`config.mk`:
```
export PLATFORM = sky130hd
export DESIGN_NAME = lsu_bus
export DESIGN_NICKNAME = d
export VERILOG_FILES = /design/src/rtl/lsu_bus.sv
export SDC_FILE = /design/constraint.sdc
export NUM_CORES = 1
export LEC_CHECK = 0
export CELL_PAD_IN_SITES_DETAIL_PLACEMENT = 0
export CELL_PAD_IN_SITES_GLOBAL_PLACEMENT = 1
export CORE_ASPECT_RATIO = 1.5
export CORE_MARGIN = 4
export CORE_UTILIZATION = 36
export CTS_CLUSTER_SIZE = 12
export DETAILED_ROUTE_END_ITERATION = 7
export PLACE_DENSITY = 0.93
export SYNTH_ARGS = -nofsm -noshare
export SYNTH_HDL_FRONTEND = slang
export SYNTH_SLANG_ARGS = --single-unit
```
`constraint.sdc`:
```
create_clock -name i_clk -period 3.32 [get_ports i_clk]
set_input_delay 0.498 -clock i_clk [delete_from_list [all_inputs] [get_ports i_clk]]
set_output_delay 0.498 -clock i_clk [all_outputs]
set_load 0.1 [all_outputs]
```
`src/rtl/lsu_bus.sv`:
```
// lsu_bus: load-store unit between the core memory stage and the data memory,
// the output register window and the input register window.
//
// A transaction is a request/acknowledge exchange. Only one is in flight at a
// time, and the core stalls until o_ack.
//   - Data window accesses are forwarded to a wait-stated memory. The memory
//     port uses a request held until i_mem_ack, and the access is aborted
//     after TMO_CYC cycles.
//   - Peripheral, unmapped and erroneous accesses complete on the request edge.
//
// Ports:
//   i_clk, i_rst      clock (rising edge), synchronous active-high reset
//   i_req/i_wren      request strobe (sampled in IDLE) and store select
//   i_func3           RV32 funct3 (B/H/W, bit 2 = unsigned load)
//   i_lsu_addr        byte address
//   i_st_data         right-aligned store data
//   o_ack             one-cycle completion pulse, with:
//                       o_ld_data, o_misalign, o_timeout
//   o_mem_*           data memory request port (word address, byte enables)
//   i_mem_rdata/ack   data memory response
//   i_io_sw/i_io_btn  input pins, captured every cycle
//   o_io_*            output register window contents
//
// Build option:
//   LSU_IO_SYNC_EN    when defined, sw/btn pass through a two-flop
//                     synchronizer (a pin change is visible two cycles later
//                     instead of one).
`timescale 1ns/1ps
module lsu_bus #(
  parameter int DMEM_AW   = 13,
  parameter int OUT_BYTES = 64,
  parameter int IN_BYTES  = 32,
  parameter int TMO_CYC   = 255
) (
  input  logic               i_clk,
  input  logic               i_rst,
  input  logic               i_req,
  input  logic               i_wren,
  input  logic [2:0]         i_func3,
  input  logic [31:0]        i_lsu_addr,
  input  logic [31:0]        i_st_data,
  output logic               o_ack,
  output logic [31:0]        o_ld_data,
  output logic               o_misalign,
  output logic               o_timeout,
  output logic               o_mem_req,
  output logic               o_mem_we,
  output logic [DMEM_AW-3:0] o_mem_addr,
  output logic [31:0]        o_mem_wdata,
  output logic [3:0]         o_mem_bmask,
  input  logic [31:0]        i_mem_rdata,
  input  logic               i_mem_ack,
  input  logic [31:0]        i_io_sw,
  input  logic [31:0]        i_io_btn,
  output logic [31:0]        o_io_ledr,
  output logic [31:0]        o_io_ledg,
  output logic [55:0]        o_io_hex,
  output logic [31:0]        o_io_lcd
);

  localparam int OUT_AW = $clog2(OUT_BYTES);
  localparam int IN_AW  = $clog2(IN_BYTES);
  localparam int OUT_IW = OUT_AW - 2;
  localparam int IN_IW  = IN_AW - 2;
  localparam int TMO_W  = $clog2(TMO_CYC + 1);

  typedef enum logic [1:0] {S_IDLE, S_MEM, S_RESP} state_t;

  state_t              state_q, state_d;
  logic [TMO_W-1:0]    tmo_cnt_q;
  logic                mem_we_q;
  logic [DMEM_AW-3:0]  mem_addr_q;
  logic [31:0]         mem_wdata_q;
  logic [3:0]          mem_bmask_q;
  logic [1:0]          ld_off_q;
  logic [2:0]          ld_f3_q;
  logic [31:0]         ld_q;
  logic                mis_q;
  logic                tmo_q;
  logic [31:0]         ledr_q, ledg_q, lcd_q;
  logic [63:0]         hex_q;
  logic [31:0]         sw_cap_q;
  logic [7:0]          btn_cap_q;

  function automatic logic [31:0] merge_bytes(input logic [31:0] old_w,
                                              input logic [31:0] new_w,
                                              input logic [3:0]  be);
    logic [31:0] r;
    for (int i = 0; i < 4; i++) r[8*i +: 8] = be[i] ? new_w[8*i +: 8] : old_w[8*i +: 8];
    return r;
  endfunction

  function automatic logic [31:0] ld_extract(input logic [31:0] w,
                                             input logic [1:0]  off,
                                             input logic [2:0]  f3);
    logic [31:0] sh;
    sh = w >> {off, 3'b000};
    case (f3[1:0])
      2'b00:   return f3[2] ? {24'b0, sh[7:0]}  : {{24{sh[7]}}, sh[7:0]};
      2'b01:   return f3[2] ? {16'b0, sh[15:0]} : {{16{sh[15]}}, sh[15:0]};
      default: return sh;
    endcase
  endfunction

  // Request decode
  logic [1:0]        off;
  logic              f3_legal, misal, err;
  logic              is_dmem, is_out, is_in;
  logic [3:0]        bmask;
  logic [31:0]       wdata;
  logic [OUT_IW-1:0] out_idx;
  logic [IN_IW-1:0]  in_idx;
  logic [31:0]       periph_rd;
  logic              tmo_hit;

  assign off     = i_lsu_addr[1:0];
  assign is_dmem = (i_lsu_addr[15:13] == 3'b001);
  assign is_out  = (i_lsu_addr[15:12] == 4'h7) && !i_lsu_addr[11];
  assign is_in   = (i_lsu_addr[15:11] == 5'b01111);
  assign out_idx = i_lsu_addr[OUT_AW-1:2];
  assign in_idx  = i_lsu_addr[IN_AW-1:2];
  assign wdata   = i_st_data << {off, 3'b000};
  assign tmo_hit = (tmo_cnt_q == TMO_W'(TMO_CYC - 1));

  always_comb begin
    f3_legal = 1'b0;
    case (i_func3)
      3'b000, 3'b001, 3'b010: f3_legal = 1'b1;
      3'b100, 3'b101:         f3_legal = !i_wren;
      default:                f3_legal = 1'b0;
    endcase
    misal = ((i_func3[1:0] == 2'b01) && off[0]) ||
            ((i_func3[1:0] == 2'b10) && (off != 2'b00));
    err   = !f3_legal || misal;
    case (i_func3[1:0])
      2'b00:   bmask = 4'b0001 << off;
      2'b01:   bmask = 4'b0011 << off;
      default: bmask = 4'b1111;
    endcase
  end

  // Peripheral read word; unimplemented offsets and unmapped space read 0.
  always_comb begin
    periph_rd = '0;
    if (is_out) begin
      if (out_idx == OUT_IW'(0))       periph_rd = ledr_q;
      else if (out_idx == OUT_IW'(4))  periph_rd = ledg_q;
      else if (out_idx == OUT_IW'(8))  periph_rd = hex_q[31:0];
      else if (out_idx == OUT_IW'(9))  periph_rd = hex_q[63:32];
      else if (out_idx == OUT_IW'(12)) periph_rd = lcd_q;
    end else if (is_in) begin
      if (in_idx == IN_IW'(0))         periph_rd = sw_cap_q;
      else if (in_idx == IN_IW'(4))    periph_rd = {24'b0, btn_cap_q};
    end
  end

  // Next state
  always_comb begin
    state_d = state_q;
    case (state_q)
      S_IDLE: if (i_req) state_d = (!err && is_dmem) ? S_MEM : S_RESP;
      S_MEM:  if (i_mem_ack || tmo_hit) state_d = S_RESP;
      S_RESP: state_d = S_IDLE;
      default: state_d = S_IDLE;
    endcase
  end

  // Transaction registers
  always_ff @(posedge i_clk) begin
    if (i_rst) begin
      state_q     <= S_IDLE;
      tmo_cnt_q   <= '0;
      mem_we_q    <= 1'b0;
      mem_addr_q  <= '0;
      mem_wdata_q <= '0;
      mem_bmask_q <= '0;
      ld_off_q    <= '0;
      ld_f3_q     <= '0;
      ld_q        <= '0;
      mis_q       <= 1'b0;
      tmo_q       <= 1'b0;
      ledr_q      <= '0;
      ledg_q      <= '0;
      hex_q       <= '0;
      lcd_q       <= '0;
    end else begin
      state_q <= state_d;
      case (state_q)
        S_IDLE: if (i_req) begin
          tmo_cnt_q <= '0;
          mis_q     <= err;
          tmo_q     <= 1'b0;
          ld_q      <= '0;
          if (!err) begin
            if (is_dmem) begin
              mem_we_q    <= i_wren;
              mem_addr_q  <= i_lsu_addr[DMEM_AW-1:2];
              mem_wdata_q <= wdata;
              mem_bmask_q <= bmask;
              ld_off_q    <= off;
              ld_f3_q     <= i_func3;
            end else if (i_wren) begin
              if (is_out) begin
                if (out_idx == OUT_IW'(0))       ledr_q <= merge_bytes(ledr_q, wdata, bmask);
                else if (out_idx == OUT_IW'(4))  ledg_q <= merge_bytes(ledg_q, wdata, bmask);
                else if (out_idx == OUT_IW'(8))  hex_q[31:0]  <= merge_bytes(hex_q[31:0], wdata, bmask);
                else if (out_idx == OUT_IW'(9))  hex_q[63:32] <= merge_bytes(hex_q[63:32], wdata, bmask);
                else if (out_idx == OUT_IW'(12)) lcd_q  <= merge_bytes(lcd_q, wdata, bmask);
              end
            end else begin
              ld_q <= ld_extract(periph_rd, off, i_func3);
            end
          end
        end
        S_MEM: begin
          tmo_cnt_q <= tmo_cnt_q + 1'b1;
          if (i_mem_ack) begin
            ld_q <= mem_we_q ? 32'b0 : ld_extract(i_mem_rdata, ld_off_q, ld_f3_q);
          end else if (tmo_hit) begin
            tmo_q <= 1'b1;
            ld_q  <= '0;
          end
        end
        default: ;
      endcase
    end
  end

  // Input capture
`ifdef LSU_IO_SYNC_EN
  logic [31:0] sw_meta_q;
  logic [7:0]  btn_meta_q;
  always_ff @(posedge i_clk) begin
    if (i_rst) begin
      sw_meta_q  <= '0;
      btn_meta_q <= '0;
      sw_cap_q   <= '0;
      btn_cap_q  <= '0;
    end else begin
      sw_meta_q  <= i_io_sw;
      btn_meta_q <= i_io_btn[7:0];
      sw_cap_q   <= sw_meta_q;
      btn_cap_q  <= btn_meta_q;
    end
  end
`else
  always_ff @(posedge i_clk) begin
    if (i_rst) begin
      sw_cap_q  <= '0;
      btn_cap_q <= '0;
    end else begin
      sw_cap_q  <= i_io_sw;
      btn_cap_q <= i_io_btn[7:0];
    end
  end
`endif

  // Outputs
  assign o_ack       = (state_q == S_RESP);
  assign o_ld_data   = o_ack ? ld_q : 32'b0;
  assign o_misalign  = o_ack && mis_q;
  assign o_timeout   = o_ack && tmo_q;
  assign o_mem_req   = (state_q == S_MEM);
  assign o_mem_we    = o_mem_req && mem_we_q;
  assign o_mem_addr  = mem_addr_q;
  assign o_mem_wdata = mem_wdata_q;
  assign o_mem_bmask = mem_bmask_q;
  assign o_io_ledr   = ledr_q;
  assign o_io_ledg   = ledg_q;
  assign o_io_lcd    = lcd_q;

  // Each digit keeps the low 7 bits of its byte.
  always_comb begin
    o_io_hex = '0;
    for (int n = 0; n < 8; n++) o_io_hex[7*n +: 7] = hex_q[8*n +: 7];
  end

  logic unused_ok;
  assign unused_ok = ^{i_lsu_addr[31:16], i_io_btn[31:8]};

endmodule
```
## Word level (Yosys, flattened, before mapping)

Cells that the tools add are included.

| storage, ports and cells | value |
|---|---|
| input bits | 168 |
| output and inout bits | 236 |
| word-level logic and storage cells | 154 |
| register bits after elaboration | 297 |

| operators by class | value |
|---|---|
| shift-type cells | 5 |
| add/sub/neg operators | 1 |
| reduce and logical (&&, ||, !) cells | 50 |
| bitwise operators | 6 |
| eq/ne operators | 23 |
| multiplexer cells | 36 |

Operators by type and width:

| cell | count |
|---|---|
| two-way mux 32 bit | 20 |
| case mux 32 bit (2 select lines) | 3 |
| >> shifter 32 x 5 -> 32 bit | 2 |
| AND reduction 12 bit | 4 |
| AND reduction 11 bit | 4 |
| AND reduction 10 bit | 4 |
| AND reduction 9 bit | 4 |
| AND reduction 8 bit | 4 |
| left shift 32 x 5 -> 32 bit | 1 |
| two-way mux 8 bit | 2 |
| case mux 8 bit (2 select lines) | 1 |
| equality test 4 bit, second input constant | 3 |
| equality test 3 bit, second input constant | 3 |
| adder 8 x 1 -> 8 bit, second input constant | 1 |
| equality test 4 x 3 -> 1 bit, second input constant | 2 |
| equality test 8 bit, second input constant | 1 |
| case mux 4 bit (2 select lines) | 1 |
| AND reduction 4 bit | 2 |
| logical AND 1 bit | 7 |
| equality test 2 x 1 -> 1 bit, second input constant | 3 |
| equality test 3 x 1 -> 1 bit, second input constant | 2 |
| logical NOT 2 bit | 3 |
| logical NOT 3 bit | 2 |
| two-way mux 2 bit | 3 |
| 20 further kinds | 39 |

## Longest topological paths before layout

Gate-level depths: netlist (run 1).

| depth | value |
|---|---|
| depth in word-level cells | 15 |
| mapped depth | 12 |
| gate-level depth less buffers | 9 |

## Least setup slack after synthesis (run 1)

No wires, ideal clock.

| timing | value |
|---|---|
| path type | reg2out |
| start | register state_q[1] |
| end | output o_ld_data[22] |
| path buffers | 1 |
| setup slack | 0.273 ns |
| cell stages (with the launch flop) | 4 |
| arrival | 2.549 ns |
| required time | 2.822 ns |
| path through | dfxtp_1 -> nor2b_1 -> clkbuf_1 -> and2_1 |

| on the way | value |
|---|---|
| longest elaborated chain between the ends | 2 |

RTL lines:

| element | RTL line | source |
|---|---|---|
| start, declared | 69 | `state_t state_q, state_d;` |
| start signal, assigned | 187 | `state_q <= state_d;` |
| equality test 2 bit | 259 | `assign o_ack = (state_q == S_RESP);` |
| via o_ack | 42 | `output logic o_ack,` |
| two-way mux 32 bit | 260 | `assign o_ld_data = o_ack ? ld_q : 32'b0;` |
| end, declared | 43 | `output logic [31:0] o_ld_data,` |

The timed path passes the listed nets, and every way through them passes these cells.

## Worst setup path in the final report (run 1)

| timing | value |
|---|---|
| start | input i_lsu_addr[2] |
| end | register ld_q[3] |

| on the way | value |
|---|---|
| longest elaborated chain between the ends | 15 |
| elaborated cells on any way between the ends | 25 |
| classes of those cells | eq/ne: 5; shift: 1; mux: 17; reduce/logical: 2 |

RTL lines:

| element | RTL line | source |
|---|---|---|
| start, declared | 40 | `input logic [31:0] i_lsu_addr,` |
| equality test 4 bit | 150 | `else if (out_idx == OUT_IW'(12)) periph_rd = lcd_q;` |
| two-way mux 32 bit | 150 |  |
| two-way mux 32 bit | 149 | `else if (out_idx == OUT_IW'(9)) periph_rd = hex_q[63:32];` |
| two-way mux 32 bit | 148 | `else if (out_idx == OUT_IW'(8)) periph_rd = hex_q[31:0];` |
| two-way mux 32 bit | 147 | `else if (out_idx == OUT_IW'(4)) periph_rd = ledg_q;` |
| two-way mux 32 bit | 146 | `if (out_idx == OUT_IW'(0)) periph_rd = ledr_q;` |
| two-way mux 32 bit * | 145 | `if (is_out) begin` |
| >> shifter 32 x 5 -> 32 bit * | 97 | `sh = w >> {off, 3'b000};` |
| two-way mux 32 bit, on equally long branches | 100, 99 |  |
| case mux 32 bit (2 select lines) * | 98 | `case (f3[1:0])` |
| two-way mux 32 bit * | 202 | `end else if (i_wren) begin` |
| two-way mux 32 bit * | 195 | `if (is_dmem) begin` |
| two-way mux 32 bit * | 194 | `if (!err) begin` |
| two-way mux 32 bit * | 189 | `S_IDLE: if (i_req) begin` |
| case mux 32 bit (2 select lines) * | 188 | `case (state_q)` |
| end signal, assigned | 211 | `ld_q <= ld_extract(periph_rd, off, i_func3);` |
| end signal, assigned | 218 | `ld_q <= mem_we_q ? 32'b0 : ld_extract(i_mem_rdata, ld_off_q, ld_f3_q);` |
| end, declared | 77 | `logic [31:0] ld_q;` |

Every way passes the cells marked *; elsewhere a longest branch is shown, timed or not. The select of a mux whose other input is x is not followed.
A chain may end at the register's enable or synchronous reset.

==> results of run 1 <==
## metal layers
layer / GRT usage (%) / vias to the layer above
li1: - / 6969
met3: 3.88 / 155
met2: 46.2 / 762
met1: 32.8 / 7268
met5: 0 / -
met4: 14.0 / 0
## report_power, final
| group | switching [mW] | internal [mW] | total (mW) |
|---|---|---|---|
| Combinational | 0.676 | 0.412 | 1.09 |
| Sequential | 0.0323 | 3.62 | 3.65 |
| Clock | 1.40 | 1.63 | 3.03 |
## synth_stat cells, drive strengths merged (3+ instances only)
cell type / number / area (µm²)
or2: 7 / 43.8
a21oi: 172 / 910
o211ai: 16 / 120
o22ai: 5 / 31.3
a31oi: 8 / 50.1
a211o: 5 / 43.8
buf: 84 / 577
o21ai: 89 / 445
nor3: 18 / 90.1
a32oi: 4 / 35.0
o2111ai: 3 / 26.3
nor2: 236 / 886
and2: 51 / 319
inv: 11 / 41.3
a22oi: 31 / 233
nand3: 47 / 235
nand2: 181 / 679
a211oi: 47 / 353
nor2b: 60 / 375
clkbuf: 108 / 405
and3: 7 / 43.8
nand3b: 3 / 22.5
nor4: 6 / 43.8
mux2: 10 / 113
o2bb2ai: 3 / 26.3
nor3b: 4 / 30.0
nand4: 9 / 56.3
or3: 6 / 37.5
o21bai: 4 / 30.0
a21o: 13 / 97.6
dfxtp: 297 / 5950
o31ai: 3 / 27.5
o221ai: 4 / 35.0
a2bb2oi: 3 / 26.3
o21a: 7 / 52.6
a221oi: 9 / 78.8
nand2b: 14 / 87.6
nand4b: 3 / 26.3
a311oi: 10 / 87.6
mux2i: 162 / 1620
a22o: 9 / 78.8
## final timing paths
| path | startpoint | endpoint | slack, ps | cells after the start |
|---|---|---|---|---|
| max | i_lsu_addr[2] | ld_q[3] | 430 | 9 |
| min | i_rst | ld_q[8] | 200 | 2 |
| max reg2reg | ld_off_q[1] | ld_q[31] | 830 | 6 |
| min reg2reg | o_mem_wdata[11] | o_mem_wdata[11] | 460 | 2 |
## state kept, by name (all words and copies together), names as in the netlist
register	flops
o_mem_wdata	32
tmo_q	1
sw_cap_q	32
tmo_cnt_q	8
o_mem_addr	11
mem_we_q	1
o_io_ledr	32
ld_f3_q	3
o_io_lcd	32
btn_cap_q	8
ld_q	32
state_q	2
mis_q	1
o_io_ledg	32
hex_q	64
ld_off_q	2
o_mem_bmask	4
## layout by cell type (no fill, tap or decap), types with 6 or more instances in the layout
master and instances:
nand4_1 9, dfxtp_1 297, a22o_1 9, buf_12 45
mux2i_1 162, nor2b_1 60, inv_1 11, and2_1 50
and3_1 7, nor3_1 18, clkdlybuf4s50_1 141, o21a_1 7
nand3_1 47, clkbuf_1 6, nor2_1 235, a21oi_2 11
nand2b_1 14, a21oi_1 160, a311oi_1 10, a21o_1 13
or2_2 6, o211ai_1 16, buf_4 304, mux2_2 10
a22oi_1 31, a221oi_1 9, a211oi_1 47, clkbuf_16 29
nand2_1 181, o21ai_0 87, or3_1 6, a31oi_1 8
## per-stage QoR
stage          cells  power [mW]  hold slack (ps)
6_report        2652        7.77              197
5_1_grt         2652        7.98              200
4_1_cts         2651        7.78              185
3_5_place_dp    2612        4.80              449
3_3_place_gp    2612        4.79              441
2_1_floorplan   1805        4.27              434
## area by class of cell
class,count,area share [%]
tap,506,3.18
clock buffer,38,3.96
sequential,297,29.8
timing repair buffer,493,23.2
inverter,12,0.226
antenna,1,0.0126
clock inverter,1,0.0251
multi-input combinational,1304,39.6
## kinds of logic (layout without fill, tap and decap cells)
family | count (synthesis) | in the layout | share of synthesized area, %
compound gates | 466 | 466 | 20.2
fa+ha+maj | 2 | 2 | 0.169
buf+inv | 204 | 544 | 6.92
flops | 297 | 297 | 40.0
mux | 173 | 173 | 11.8
other cells | 0 | 1 | 0
simple gates | 663 | 663 | 20.8
==> flow_metrics.tcl, run 1 <==
set metrics [dict create \
    final_cell_area_um2 19900 \
    power.leakage_nw 8.47 \
    wl_met1_mm 24.5 \
    pwr_density_cell_nw_per_um2 390 \
    first_iter_violations 1411 \
    dieHeight_um 257 \
    async_flop_share_pct 0 \
    tns_ps 0 \
    slew_headroom_pct 33.6 \
    grt_setup_unrepaired "false" \
    clk_path_buf_depth 3 \
    clk-insertion-delay-late_ps 570 \
    globalRouteTotalUtil_pct 27.0 \
    critPathTopFamily "compound AO/OA/AOI/OAI gates" \
    ir_drop_mv 0.356 \
    synth_fp_nets 1975 \
    post-dp-hpwl_mm 49.3 \
    worstSetupStartpointType "input port" \
    setup_viol 0 \
    firstDrtPassIters 5 \
    core_area_um2 40500 \
    seq_area_um2 5950 \
    layout.nets 2307 \
    place_area_um2 19100 \
    cts_hold_buf 0 \
    cts_sinks 297 \
    htreeDepth 1 \
    cp_max_fo 19 \
    syn_inst 1805 \
    antenna_found_initial 1 \
    cts_tree "done" \
    worst_pin_slew_ps 993 \
    top_level_ports 404 \
    cp_cell_sequence "clkdlybuf4s50_1, buf_12, or4b_2, o21ai_0, o22ai_1, a221oi_1, a21oi_1, a221oi_1, a31oi_1" \
    grt_pass1_vias 14600 \
    grt_max_degree 175 \
    ys_ff_latch 297 \
    hold_viol_final 0 \
    post_cts_buffers 0 \
    wl_per_cell_um 24.1 \
    gp_congestion 0.944 \
    pre_cts_ws_ps -97.0 \
    synth_cell_types 79 \
    slew_violations 0 \
    cp.required_ps 3760 \
    drc 0 \
    critPathCaptureType "flip-flop" \
    min_period_over_period_pct 86.9 \
    fin_skew_ps 20.9 \
    arrival_ps 3320 \
    worstSetupPathType "input port to flip-flop" \
    nFillCells 3842 \
    die_area_um2 44600 \
    fin_crit_ps 2890 \
    fp.dieW_um 174 \
    drive_gt1_share_pct 19.9 \
    slowest_stage "or4b_2" \
    cts_made_buffers 29 \
    vias_per_cell 5.71 \
    multiInputGateArea_um2 7900 \
    hold_path_class "input port to flip-flop" \
    path_common_cell "a221oi_1" \
    clockRootBuffer "clkbuf_16" \
    final_util_pct 49.2 \
    synth_area_per_cell_um2 8.23 \
    fmax_ghz 0.347 \
    syn_to_final_growth_pct 34.3 \
    fin_ws_ps 434 \
    wl_met2_mm 31.1 \
    grt-ovfl-total 0 \
    drv_cap 0 \
    synth_flop_cell "dfxtp_1" \
    cts_resized 0 \
    clk_pin_slew_ps 70 \
    start_util_pct 36.6 \
    syn_area_um2 14800 \
    synth_edf_count 0 \
    grt_pass1_wl_mm 93.6 \
    portBuffers 363 \
    row_count 90 \
    drt_wl_total_mm 64.0 \
    yosysWarnings 0 \
    wl_met3_mm 4.57 \
    critPathMaxStageDelay_ps 820 \
    vias 15200 \
    ant_nets 0 \
    top_layer "met4" \
    synth.yosys.seq_area_share_pct 40.0 \
    path_buf_inv 2 \
    outcome "finished clean" \
]
(Power assumes the default switching activity.)
==> inputs of run 2 (changes only) <==
Settings changed: CORE_MARGIN 4 to default.
==> run 2 against run 1 <==
Net effect: sequential cell count is the same; critical path depth rose by 1; sequential share of layout area decreased by 0.095 points; sequential power about the same; via count down 0.48%; clock-buffer cell count up 3; first-iteration DRC count decreased by 2.7%; clock power is 7.6% higher; die area fell by 5.7%; maximum frequency fell by 0.37%; non-clock buffer count is 11 lower; design area grew 0.32%; critical path type unchanged; critical endpoint is now ld_q[2].
==> flow_metrics.tcl, run 2 (synthesized netlist as in run 1, its figures left out) <==
set metrics [dict create \
    outcome "finished clean" \
    syn_to_final_growth_pct 34.7 \
    worstSetupPathType "input port to flip-flop" \
    cts_tree "done" \
    first_iter_violations 1373 \
    total_power_mw 8.00 \
    grt_setup_unrepaired "false" \
    clockRootBuffer "clkbuf_16" \
    critPathCaptureType "flip-flop" \
    vias_per_cell 5.70 \
    start_util_pct 36.7 \
    slew_headroom_pct 30.5 \
    pre_cts_ws_ps -94.9 \
    regToRegStartpoint "state_q[0]" \
    cp-startpoint "i_lsu_addr[3]" \
    post_cts_buffers 0 \
    drive_gt1_share_pct 19.7 \
    min-delay-start "i_lsu_addr[0]" \
    drc 0 \
    pwr_density_cell_nw_per_um2 400 \
    vias 15100 \
    worst_pin_slew_ps 1040 \
    cts_made_buffers 30 \
    drt_wl_total_mm 63.5 \
    fin_ws_ps 423 \
    layout.nets 2297 \
    hold_path_class "input port to flip-flop" \
    arrival_ps 3370 \
    nFillCells 3848 \
    grt-ovfl-total 0 \
    ir_drop_mv 0.287 \
    grt_pass1_wl_mm 93.5 \
    antenna_found_initial 3 \
    top_level_ports 404 \
    die_area_um2 42100 \
    globalRouteTotalUtil_pct 29.3 \
    final_common_cell "dfxtp_1" \
    htreeDepth 1 \
    dieHeight_um 251 \
    grt_max_degree 136 \
    fp.dieW_um 168 \
    clk_path_buf_depth 3 \
    final_util_pct 49.5 \
    cts_hold_buf 0 \
    layout_common_cells "dfxtp_1, buf_4, nor2_1, nand2_1, mux2i_1" \
    setup_viol 0 \
    largest_reg_flops 64 \
    grt_pass1_vias 14800 \
    worstSetupStartpointType "input port" \
    cp.required_ps 3790 \
    power.leakage_nw 8.48 \
    portBuffers 363 \
    hold_viol_final 0 \
    clk-insertion-delay-late_ps 570 \
    cts_sinks 297 \
    cp_max_fo 10 \
    largest-register "hex_q" \
    firstDrtPassIters 8 \
    row_count 90 \
    drv_cap 0 \
    clk_pin_slew_ps 60 \
    fmax_ghz 0.345 \
    fin_crit_ps 2900 \
    wl_per_cell_um 24.0 \
    post-dp-hpwl_mm 48.4 \
    gp_congestion 0.946 \
    slew_violations 0 \
    ant_nets 0 \
    core_area_um2 40400 \
    cts_resized 0 \
    min_period_over_period_pct 87.3 \
    fin_skew_ps 14.0 \
]
[run 2: critical path, cell delays in order]
cell             delay (ps)
clkdlybuf4s50_1         600
buf_12                  240
nor2b_1                 400
o21ai_0                 160
nor4_1                  450
nor3_1                  110
buf_4                   160
a21oi_1                 290
o211ai_1                170
a311oi_1                280
[run 2: power breakdown]
group	internal, mW	total [mW]	leakage (nW)	switching, mW
combinational	0.414	1.09	5.62	0.679
sequential	3.62	3.65	2.41	0.0287
clock	1.84	3.26	0.454	1.42
total	5.88	8.00	8.48	2.13
[run 2: area by class of cell]
cell class / instances / area [µm²] / share of cell area, %
clock inverter: 3 / 15.0 / 0.0751
sequential: 297 / 5950 / 29.7
clock buffer: 41 / 893 / 4.47
timing repair buffer: 482 / 4570 / 22.8
inverter: 12 / 45.0 / 0.225
tap: 506 / 633 / 3.17
multi-input combinational: 1304 / 7900 / 39.5
antenna: 2 / 5.00 / 0.0250
[run 2: worst paths after layout]
check                   to  cells past startpoint  slack (ps)
max                ld_q[2]                     10         420
min            ld_off_q[0]                      3         290
max reg2reg      hex_q[36]                      9         770
min reg2reg  o_mem_addr[2]                      2         450
[run 2: stage by stage]
step | cells | hold WS [ps] | TNS [ps] | cell area (µm²)
6_report | 2647 | 287 | 0 | 20000
5_1_grt | 2647 | 305 | 0 | 20000
4_1_cts | 2645 | 266 | 0 | 20000
3_5_place_dp | 2601 | 447 | -664 | 19100
3_3_place_gp | 2601 | 440 | -339 | 19100
2_1_floorplan | 1805 | 434 | 0 | 14800
[run 2: metal layers]
layer | up-vias | GRT usage, % | wire [µm]
li1 | 6944 | - | -
met1 | 7111 | 33.9 | 23600
met2 | 835 | 49.9 | 30300
met3 | 190 | 4.94 | 5200
met4 | 2 | 18.8 | 4390
met5 | - | 0 | 13
==> inputs of run 3 (changes only) <==
Settings changed: ABC_AREA from default to 1, CORE_UTILIZATION 36 to 34, PLACE_DENSITY 0.93 to 0.91.
==> run 3 against run 2 <==
Net effect: power is 3.8% higher; synthesized cell count is 21% higher; via count is 6.3% higher; sequential share of layout area is 0.58 points higher; critical endpoint unchanged.
==> flow_metrics.tcl, run 3 <==
set metrics [dict create \
    synth_cell_types 46 \
    top_level_ports 404 \
    fmax_ghz 0.359 \
    place_inst 3028 \
    grt_max_degree 86 \
    r2r_end "ld_q[31]" \
    drt_wl_total_mm 62.3 \
    drive_gt1_share_pct 15.8 \
    ys_ff_latch 297 \
    dieHeight_um 259 \
    async_flop_share_pct 0 \
    hold_path_class "input port to flip-flop" \
    min_period_over_period_pct 83.9 \
    min-delay-start "i_io_sw[29]" \
    hold_end "sw_cap_q[29]" \
    yosys.area_share.adder_pct 0.167 \
    cp-startpoint "i_lsu_addr[2]" \
    gp_congestion 0.930 \
    clk_pin_slew_ps 60 \
    clk-insertion-delay-late_ps 580 \
    portBuffers 363 \
    cts_tree "done" \
    largest-register "hex_q" \
    synth-compound-area-share_pct 24.9 \
    regToRegStartpoint "ld_off_q[0]" \
    slew_violations 0 \
    total_power_mw 8.31 \
    grt_pass1_wl_mm 91.4 \
    critPathMaxStageDelay_ps 530 \
    cts_made_buffers 31 \
    fin_skew_ps 16.8 \
    cp_cell_sequence "clkdlybuf4s50_1, inv_1, nand2_1, nor2_1, buf_12, nand2_1, a21o_1, nand2_1, a21oi_1, nor3_1, o21ai_0, a21oi_1" \
    synthXorXnorAreaFrac_pct 0 \
    die_area_um2 45000 \
    multiInputGateArea_um2 6950 \
    cts_hold_buf 0 \
    grt_pass1_vias 15300 \
    yosysWarnings 0 \
    pwr_density_cell_nw_per_um2 423 \
    outcome "finished clean" \
    syn_inst 2184 \
    row_count 93 \
    cts_resized 0 \
    globalRouteTotalUtil_pct 26.6 \
    worstSetupStartpointType "input port" \
    cp_max_fo 15 \
    core_area_um2 43300 \
    synth_flop_cell "dfxtp_1" \
    post_cts_buffers 0 \
    final_common_cell "a21oi_1" \
    final_cells 3081 \
    power.leakage_nw 8.09 \
    firstDrtPassIters 7 \
    cts_sinks 297 \
    synth_top_family_by_area "compound AO/OA/AOI/OAI gates" \
    ant_nets 0 \
    htreeDepth 1 \
    start_util_pct 34.7 \
    synth_edf_count 0 \
    ir_drop_mv 0.420 \
    grt_setup_unrepaired "false" \
    fin_crit_ps 2790 \
    synth_fp_nets 2354 \
    yosysMostFrequentCell "a21oi_1" \
    layout.nets 2661 \
    synth.yosys.seq_area_share_pct 39.6 \
    vias_per_cell 5.20 \
    setup_viol 0 \
    clockRootBuffer "clkbuf_16" \
    layout_common_cells "a21oi_1, nand2_1, dfxtp_1, o21ai_0, buf_4" \
    vias 16000 \
    first_iter_violations 1250 \
    largest_reg_flops 64 \
    arrival_ps 3280 \
    nFillCells 4485 \
    ff2ff_path_depth 11 \
    antenna_found_initial 1 \
    drc 0 \
    whs_path_depth 3 \
    wl_per_cell_um 20.2 \
    synthSimpleGateAreaFrac_pct 20.7 \
    tns_ps 0 \
    synthTopCellsByCount "a21oi_1, nand2_1, dfxtp_1" \
    hold_viol_final 0 \
    post-dp-hpwl_mm 48.4 \
    slew_headroom_pct 32.6 \
    fp.dieW_um 174 \
    synthMuxAreaShare_pct 0.467 \
    syn_area_um2 15000 \
    grt-ovfl-total 0 \
    syn_to_final_growth_pct 30.7 \
    synth_area_leader_cell "dfxtp_1" \
    cp.required_ps 3820 \
    critPathCaptureType "flip-flop" \
    drv_cap 0 \
    synth_area_per_cell_um2 6.87 \
    clk_path_buf_depth 3 \
    pre_cts_ws_ps 63.8 \
    slowest_stage "clkdlybuf4s50_1" \
    r2r_setup_slack_ps 800 \
    seq_area_um2 5950 \
    ys_top_cells_by_area "dfxtp_1, a21oi_1, o21ai_0" \
    path_common_cell "nand2_1" \
    fin_ws_ps 533 \
    worstSetupPathType "input port to flip-flop" \
    synth_top_cell_area_share_pct 39.6 \
    worst_pin_slew_ps 1010 \
]
-- run 3: kinds of logic after synthesis --
group / Yosys count
adder cells (fa/ha/maj): 2
AO/OA/AOI/OAI: 702
AND/OR/NAND/NOR: 703
buffers and inverters: 473
multiplexers: 7
flip-flops: 297
-- run 3: report_power, final --
part           switching (mW)  internal, mW  total, mW
logic                   0.816         0.383       1.20
registers              0.0375          3.64       3.68
clock network            1.46          1.97       3.43
-- run 3: area by class of cell --
cell class	instances	area share, %
Multi-Input combinational cell	1414	35.4
Sequential cell	297	30.3
Timing Repair Buffer	456	20.1
Inverter	291	5.59
Clock buffer	46	4.50
Tap cell	570	3.64
Clock inverter	6	0.440
Antenna cell	1	0.0128
-- run 3: stage by stage --
step / area (µm²) / util [%] / hold WS, ps
6_report: 19600 / 45.3 / 436
5_1_grt: 19600 / 45.3 / 430
4_1_cts: 19600 / 45.3 / 412
3_5_place_dp: 18600 / 43.1 / 440
3_3_place_gp: 18600 / 43.1 / 433
2_1_floorplan: 15000 / - / 424
-- run 3: worst max path at each step --
| stage | end | cells after the start |
|---|---|---|
| 6_report | ld_q[2] | 12 |
| 5_1_grt | ld_q[12] | 13 |
| 4_1_cts | ld_q[18] | 13 |
| 3_5_place_dp | ld_q[18] | 13 |
| 3_3_place_gp | ld_q[19] | 15 |
| 2_1_floorplan | o_ld_data[10] | 5 |
-- run 3: critical path: cells and delay by family --
kind            cells  cell delay (ps)
compound gates      4              760
buf+inv             3              860
simple gates        5             1120
-- run 3: layer usage --
layer	vias to the layer above	global-route usage (%)	routed length, µm
met2	616	47.6	31300
met3	122	3.76	4110
met5	-	0	0
met1	7537	31.4	24400
li1	7754	-	-
met4	0	11.7	2550
